[config.mk]
export PLATFORM = sky130hd
export DESIGN_NAME = tx_frame_scheduler
export DESIGN_NICKNAME = d
export VERILOG_FILES = /design/src/rtl/tx_sched_pkg.sv /design/src/rtl/tx_sched_release_fifo.sv /design/src/rtl/tx_frame_scheduler.sv
export SDC_FILE = /design/constraint.sdc
export NUM_CORES = 1
export LEC_CHECK = 0
export ABC_AREA = 1
export BUFFER_PORTS_ARGS = -buffer_cell sky130_fd_sc_hd__buf_2
export CORE_ASPECT_RATIO = 0.5
export CORE_MARGIN = 4
export CORE_UTILIZATION = 56
export DETAILED_ROUTE_END_ITERATION = 10
export PLACE_DENSITY = 0.84
export SYNTH_ARGS = -nofsm -noshare
export SYNTH_HDL_FRONTEND = slang
export SYNTH_SLANG_ARGS = --single-unit
[constraint.sdc]
create_clock -name clk -period 3.7 [get_ports clk]
set_input_delay 0.37 -clock clk [delete_from_list [all_inputs] [get_ports clk]]
set_output_delay 0.37 -clock clk [all_outputs]
set_load 0.02 [all_outputs]
[src/rtl/tx_sched_pkg.sv]
// Shared definitions for the TX frame scheduler: FSM encoding, header fields, length helpers.
// Latency: n/a (types, constants and a combinational helper only).
// Backpressure: n/a.
package tx_sched_pkg;

    // Scheduler FSM states
    typedef enum logic [2:0] {
        IDLE    = 3'd0,
        HDR_LAT = 3'd1,
        DECODE  = 3'd2,
        WAIT    = 3'd3,
        OFFER   = 3'd4,
        ERR     = 3'd5
    } sched_state_t;

    // Frame byte count position inside the header qword
    localparam int BC_MSB = 63;
    localparam int BC_LSB = 32;

    // Byte-valid mask for the final payload qword given byte_count[2:0]
    function automatic logic [7:0] last_valid_mask(input logic [2:0] rem);
        logic [7:0] m;
        if (rem == 3'd0) begin
            m = 8'hFF;
        end else begin
            m = (8'd1 << rem) - 8'd1;
        end
        return m;
    endfunction

endpackage

[src/rtl/tx_sched_release_fifo.sv]
// Release-address FIFO: holds end-of-frame addresses of frames issued to the MAC but not yet done.
// Latency: head is valid combinationally from storage; push/pop take effect on the next clock.
// Backpressure: push is dropped when full unless a pop happens in the same cycle; pop on empty is ignored.
module tx_sched_release_fifo #(
    parameter int DEPTH = 4,
    parameter int W     = 9
) (
    input  logic                   clk,
    input  logic                   reset_n,
    input  logic                   push,
    input  logic [W-1:0]           push_dat,
    input  logic                   pop,
    output logic [W-1:0]           head,
    output logic [$clog2(DEPTH):0] count,
    output logic                   empty,
    output logic                   full
);

    localparam int PW = $clog2(DEPTH);
    typedef logic [PW-1:0] ptr_t;
    typedef logic [PW:0]   cnt_t;

    logic [W-1:0] r_mem [DEPTH];
    ptr_t         r_wr_ptr;
    ptr_t         r_rd_ptr;
    cnt_t         r_count;

    logic w_do_push;
    logic w_do_pop;

    // A pop frees a slot in the same cycle, so push into a full FIFO is legal alongside a pop
    assign w_do_pop  = pop && (r_count != '0);
    assign w_do_push = push && ((r_count != cnt_t'(DEPTH)) || w_do_pop);

    assign head  = r_mem[r_rd_ptr];
    assign count = r_count;
    assign empty = (r_count == '0);
    assign full  = (r_count == cnt_t'(DEPTH));

    // Storage write; contents need no reset since count gates every read
    always_ff @(posedge clk) begin
        if (w_do_push) begin
            r_mem[r_wr_ptr] <= push_dat;
        end
    end

    // Pointer and occupancy bookkeeping
    always_ff @(posedge clk) begin
        if (!reset_n) begin
            r_wr_ptr <= '0;
            r_rd_ptr <= '0;
            r_count  <= '0;
        end else begin
            if (w_do_push) begin
                r_wr_ptr <= r_wr_ptr + ptr_t'(1);
            end
            if (w_do_pop) begin
                r_rd_ptr <= r_rd_ptr + ptr_t'(1);
            end
            case ({w_do_push, w_do_pop})
                2'b10:   r_count <= r_count + cnt_t'(1);
                2'b01:   r_count <= r_count - cnt_t'(1);
                default: r_count <= r_count;
            endcase
        end
    end

endmodule

[src/rtl/tx_frame_scheduler.sv]
// TX read-side scheduler: parses frame headers, waits for full commit, issues descriptors, releases space in order.
// Latency: header read to desc_valid is 4 cycles; next header read starts the cycle after acceptance.
// Backpressure: desc_valid/desc_ready handshake; at most OUTSTANDING frames in flight. TX_SCHED_STATS_EN adds counters.
module tx_frame_scheduler
    import tx_sched_pkg::*;
#(
    parameter int ADDR_W      = 9,
    parameter int LEN_W       = 10,
    parameter int OUTSTANDING = 4
) (
    input  logic              clk,
    input  logic              reset_n,
    input  logic [ADDR_W-1:0] commited_wr_addr,
    output logic [ADDR_W-1:0] hdr_rd_addr,
    input  logic [63:0]       hdr_rd_data,
    output logic              desc_valid,
    input  logic              desc_ready,
    output logic [ADDR_W-1:0] desc_addr,
    output logic [LEN_W-1:0]  desc_qwords,
    output logic [7:0]        desc_last_valid,
    input  logic              frame_done,
    output logic [ADDR_W-1:0] commited_rd_address,
    output logic              commited_rd_address_change,
    output logic              sched_err
`ifdef TX_SCHED_STATS_EN
    ,
    output logic [31:0]       stat_frames,
    output logic [31:0]       stat_qwords
`endif
);

    typedef logic [ADDR_W-1:0] addr_t;
    typedef logic [LEN_W-1:0]  len_t;

    // Largest legal byte count and largest footprint that fits with one slot kept empty
    localparam logic [31:0] MAX_BC   = 32'(8 * ((1 << LEN_W) - 1));
    localparam logic [31:0] MAX_FOOT = 32'((1 << ADDR_W) - 1);

    sched_state_t r_state;
    addr_t        r_hp;
    logic [31:0]  r_bc;
    len_t         r_qwords;
    logic [7:0]   r_mask;
    addr_t        r_foot;
    addr_t        r_desc_addr;
    logic         r_desc_valid;
    addr_t        r_rd_addr;
    logic         r_rd_change;
    logic         r_err;

    addr_t                    w_avail;
    logic [LEN_W:0]           w_qw_full;
    logic [LEN_W+1:0]         w_foot_full;
    logic                     w_hdr_bad;
    logic                     w_accept;
    addr_t                    w_next_hp;
    logic                     w_push;
    logic                     w_pop;
    addr_t                    w_fifo_head;
    logic [$clog2(OUTSTANDING):0] w_fifo_count;
    logic                     w_fifo_empty;
    logic                     w_fifo_full;
    logic                     w_unused_hdr_bits;

    // Only the byte-count half of the header carries information for this block
    assign w_unused_hdr_bits = &{1'b0, hdr_rd_data[BC_LSB-1:0]};

    // Committed-but-unparsed qwords; zero always means empty since the writer keeps a slot free
    assign w_avail = commited_wr_addr - r_hp;

    // Round the byte count up to whole qwords; footprint adds the header qword
    assign w_qw_full   = {1'b0, r_bc[LEN_W+2:3]} + {{LEN_W{1'b0}}, (r_bc[2:0] != 3'd0)};
    assign w_foot_full = {1'b0, w_qw_full} + {{(LEN_W+1){1'b0}}, 1'b1};
    assign w_hdr_bad   = (r_bc == 32'd0) || (r_bc > MAX_BC) || (32'(w_foot_full) > MAX_FOOT);

    assign w_accept  = (r_state == OFFER) && r_desc_valid && desc_ready;
    assign w_next_hp = r_hp + r_foot;
    assign w_pop     = frame_done && !w_fifo_empty;
    assign w_push    = w_accept && (!w_fifo_full || w_pop);

    tx_sched_release_fifo #(
        .DEPTH (OUTSTANDING),
        .W     (ADDR_W)
    ) u_release_fifo (
        .clk      (clk),
        .reset_n  (reset_n),
        .push     (w_push),
        .push_dat (w_next_hp),
        .pop      (w_pop),
        .head     (w_fifo_head),
        .count    (w_fifo_count),
        .empty    (w_fifo_empty),
        .full     (w_fifo_full)
    );

    // Header parse / descriptor issue FSM with registered descriptor outputs
    always_ff @(posedge clk) begin
        if (!reset_n) begin
            r_state      <= IDLE;
            r_hp         <= '0;
            r_bc         <= '0;
            r_qwords     <= '0;
            r_mask       <= '0;
            r_foot       <= '0;
            r_desc_addr  <= '0;
            r_desc_valid <= 1'b0;
        end else begin
            case (r_state)
                IDLE: begin
                    if (w_avail != '0) begin
                        r_state <= HDR_LAT;
                    end
                end
                HDR_LAT: begin
                    r_bc    <= hdr_rd_data[BC_MSB:BC_LSB];
                    r_state <= DECODE;
                end
                DECODE: begin
                    if (w_hdr_bad) begin
                        r_state <= ERR;
                    end else begin
                        r_qwords    <= len_t'(w_qw_full);
                        r_mask      <= last_valid_mask(r_bc[2:0]);
                        r_foot      <= addr_t'(w_foot_full);
                        r_desc_addr <= r_hp + addr_t'(1);
                        r_state     <= WAIT;
                    end
                end
                WAIT: begin
                    if ((w_avail >= r_foot) && (32'(w_fifo_count) < 32'(OUTSTANDING))) begin
                        r_desc_valid <= 1'b1;
                        r_state      <= OFFER;
                    end
                end
                OFFER: begin
                    if (w_accept) begin
                        r_desc_valid <= 1'b0;
                        r_hp         <= w_next_hp;
                        r_state      <= IDLE;
                    end
                end
                ERR: begin
                    r_desc_valid <= 1'b0;
                end
                default: begin
                    r_desc_valid <= 1'b0;
                    r_state      <= ERR;
                end
            endcase
        end
    end

    // In-order space release on frame_done, plus sticky error capture
    always_ff @(posedge clk) begin
        if (!reset_n) begin
            r_rd_addr   <= '0;
            r_rd_change <= 1'b0;
            r_err       <= 1'b0;
        end else begin
            r_rd_change <= 1'b0;
            if (w_pop) begin
                r_rd_addr   <= w_fifo_head;
                r_rd_change <= 1'b1;
            end
            if ((frame_done && w_fifo_empty) || ((r_state == DECODE) && w_hdr_bad)) begin
                r_err <= 1'b1;
            end
        end
    end

`ifdef TX_SCHED_STATS_EN
    logic [31:0] r_stat_frames;
    logic [31:0] r_stat_qwords;

    // Free-running accepted-frame and payload-qword counters, wrapping at 2^32
    always_ff @(posedge clk) begin
        if (!reset_n) begin
            r_stat_frames <= '0;
            r_stat_qwords <= '0;
        end else if (w_accept) begin
            r_stat_frames <= r_stat_frames + 32'd1;
            r_stat_qwords <= r_stat_qwords + 32'(r_qwords);
        end
    end

    assign stat_frames = r_stat_frames;
    assign stat_qwords = r_stat_qwords;
`endif

    assign hdr_rd_addr                = r_hp;
    assign desc_valid                 = r_desc_valid;
    assign desc_addr                  = r_desc_addr;
    assign desc_qwords                = r_qwords;
    assign desc_last_valid            = r_mask;
    assign commited_rd_address        = r_rd_addr;
    assign commited_rd_address_change = r_rd_change;
    assign sched_err                  = r_err;

endmodule

==> summary by stage <==
Flow run
Across the run, the number of max-cap violations was 0.

Global route
Global routing finished with a remaining overflow of 0. The met3 usage is 4.58%. The global-route usage over all layers is 22.8%. The busiest layer in global routing is met2. The routing usage on met2 is 40.8%. The number of global-route vias before repair is 5936. The first global-routing pass estimated 27000 um of wire. Global routing used 27.9% of the available met1 tracks. The largest net degree at the start of global routing is 81.

The initial antenna violation count is 0.

Clocking
The setup fix buffers added after clock tree synthesis is 0. CTS built an H-tree with a depth of 4. The maximum clock insertion buffer count is 2. The total clock buffers created by CTS is 17. For this design, the CTS-stage hold fixing added 0 buffers. The clock drives 135 sinks. The number of gates resized after CTS was 0. The worst-skew pair later-pin latency is 420 ps. The CTS tree is done.

The clock input transition at the sequential cells of the worst setup and hold paths is 60 ps. In this run the clock root is driven by a clkbuf_16.

Synth
Counting flops with a built-in enable in the synthesized netlist gives 36. The dominant cell by count in the synthesized netlist is nor2_1. The number of distinct library cells after synthesis is 36. For this run, the leading register cell type out of synthesis is dfxtp_1.

In the post-synthesis netlist, the biggest area contributors are dfxtp_1, edfxtp_1, o21ai_0, nor2_1, inv_1. The total nets after synthesis is 1019. The flip-flop and latch count after synthesis is 135. The synthesized instance count is 905.

Summing the sequential cell areas from Yosys gives 43.7% of the chip area. The post-synthesis area per instance is 7.74 sq um. After synthesis, the most frequently instantiated cells are nor2_1, inv_1, nand2_1. The Yosys step of the flow raised 0 warnings. In the synthesized netlist the async set-or-reset flop fraction comes to 0%.

Summed over its instances, the top area cell type makes up 28.3% of the synthesized netlist area. The post-synthesis cell type with the largest combined area is dfxtp_1. Summing every instance area after synthesis gives 0.00700 sq mm.

Critical path
The required time reported for the critical path endpoint is 4060 ps. Of all nets on the critical path, the largest fanout is 5. The critical path is of the reg -> reg type. The worst setup path is captured at a flip-flop.

The kind of launch point of the worst setup path is a flip-flop. The beginning of the worst register-to-register path is hdr_rd_addr[1]. The origin of the worst setup path is hdr_rd_addr[1]. At the worst endpoint, the arrival time is 3540 ps.

Drt
Once detail routing completed, the nets flagged for antenna violations numbered 0. For this run, design rule violations remaining after detail routing come to 0. The first detailed-routing pass ran for 5 iterations.

The routed layout has 6303 vias. Summed over all layers, the routed wires come to 16500 um. In the final routed layout, each cell accounts on average for 14.1 um. The number of DRC violations after detailed-routing iteration 0 is 523. Using the TritonRoute via totals, the vias-per-cell ratio works out to 5.39.

STA
The final-report hold violation count is 0. Timing would allow up to 0.314 GHz. The share of the cycle needed by the critical path after routing is 86.0%. At the pin with the least slew margin, the transition time is 995 ps. The clock period could shrink to 3180 ps. The clock arrives with 9.22 ps of skew. Summed over all failing endpoints, the final setup total negative slack is 0 ps.

Setup repair after global routing left no endpoint under its margin. The normalized max-slew margin is 33.6%. The final setup slack of the worst path is 518 ps. The final-report max-slew violation count came to 0. Setup violations remaining at the end of the flow were counted as 0.

Cells and area
The area used by sequential logic in the layout is 0.00306 sq mm. Fill cells in the final layout number 991. Relative to the synthesized area, the layout overhead comes to 16.4%. The share of final-layout standard cells stronger than drive strength 1 is 15.8%. In the final layout, the multi-input gates occupy 0.00331 sq mm. The fraction of the core area covered by cells at the end of the flow is 67.9%. The number of inserted diodes is 0. The post-layout net count is 1106.

Floorplan
In this run the standard cell core region covers 0.0120 sq mm. The effective utilization at floorplan is 58.3%. The overall die area is 0.0145 sq mm. The vertical die dimension is 87.1 um. The site row count is 28.

The die width is 166 um. 125 I/O pins were placed.

Outcome
The flow ran to the end, and the final reports show no timing, DRC or antenna violations.

Power and ir drop
The leakage component of the power is 3.60 nW. Across the VDD grid, the largest voltage drop is 309 uV. Total power for the finished layout comes to 0.00462 W.

Power spread over the standard cell area amounts to 567 mW/mm^2.

Place
Before CTS, the worst setup slack after placement is 576 ps. The post-DP HPWL is 11800 um. During placement, the flow inserted port buffers numbering 92. At the end of routability-driven placement, the weighted congestion stood at 0.902.

Hold path
In this run the most critical hold path is launched from hdr_rd_data[56]. The kind of path behind the tightest hold check is in -> reg.
-- where the power goes --
group          internal, W  switching, W
clock              0.00100      0.000631
sequential         0.00168      0.000143
combinational     0.000378      0.000778
total              0.00307       0.00155
-- worst paths after layout --
| kind | to | slack, ps | cells past startpoint |
|---|---|---|---|
| max reg2reg | r_state[2] | 520 | 18 |
| min | r_bc[24] | 230 | 3 |
| max | r_state[2] | 520 | 18 |
| min reg2reg | r_bc[28] | 450 | 2 |
-- flip-flops by register name, summed over array words and instances, names as in the netlist, 8 cells and up --
name                  count
commited_rd_address       9
desc_addr                 9
desc_last_valid           8
desc_qwords              10
hdr_rd_addr               9
r_bc                     32
r_foot                    9
u_release_fifo.r_mem     36
-- kinds of logic (layout without fill, tap and decap cells) --
family / count (synthesis) / in the layout / synth area share [%]
AND/OR/NAND/NOR: 344 / 344 / 22.1
XOR/XNOR: 22 / 22 / 2.75
AO/OA/AOI/OAI: 208 / 208 / 15.3
buffers and inverters: 159 / 259 / 9.13
flip-flops: 135 / 135 / 43.7
adder cells (fa/ha/maj): 37 / 37 / 6.93
-- final cells by class --
| type | instances | share of cell area (%) |
|---|---|---|
| Sequential cell | 135 | 37.6 |
| Clock buffer | 23 | 6.00 |
| Multi-Input combinational cell | 611 | 40.6 |
| Tap cell | 165 | 2.53 |
| Timing Repair Buffer | 101 | 6.48 |
| Clock inverter | 9 | 1.07 |
| Inverter | 126 | 5.80 |
-- metrics by stage --
step / hold WS, ps / cell area, sq um / cells
2_1_floorplan: 424 / 7000 / 905
3_3_place_gp: 435 / 7580 / 1138
3_5_place_dp: 442 / 7580 / 1138
4_1_cts: 228 / 8150 / 1170
5_1_grt: 240 / 8150 / 1170
6_report: 226 / 8150 / 1170
-- per-layer routing --
layer	vias up	wire length (um)
li1	3187	-
met1	2893	7340
met2	183	7870
met3	40	910
met4	0	402
met5	-	0
-- critical path, stage by stage, from the launching register on --
cell and delay (ps):
dfxtp_1 380, inv_1 170, fa_1 490, nand3_1 110, nand2_1 100, or2_2 290
nand2_1 80, inv_1 50, ha_1 300, nand2_1 70, o21ai_0 160, nand2_1 70
nand4_1 70, nand2_1 100, a21oi_1 220, nand2_1 120, a21oi_1 190, nand2_1 100
inv_1 50
-- layout by cell type (no fill, tap or decap), types with 13 or more instances in the layout --
| cell type | Yosys | routed |
|---|---|---|
| inv_1 | 122 | 122 |
| o21ai_0 | 105 | 105 |
| edfxtp_1 | 36 | 36 |
| clkbuf_16 | 0 | 18 |
| a21oi_1 | 77 | 77 |
| nand3_1 | 34 | 33 |
| nand4_1 | 28 | 28 |
| buf_2 | 0 | 92 |
| xor2_1 | 19 | 19 |
| nor2_1 | 127 | 127 |
| ha_1 | 34 | 34 |
| nor3_1 | 13 | 13 |
| nand2_1 | 109 | 109 |
| dfxtp_1 | 99 | 99 |
Power figures use the tool's default switching activity.
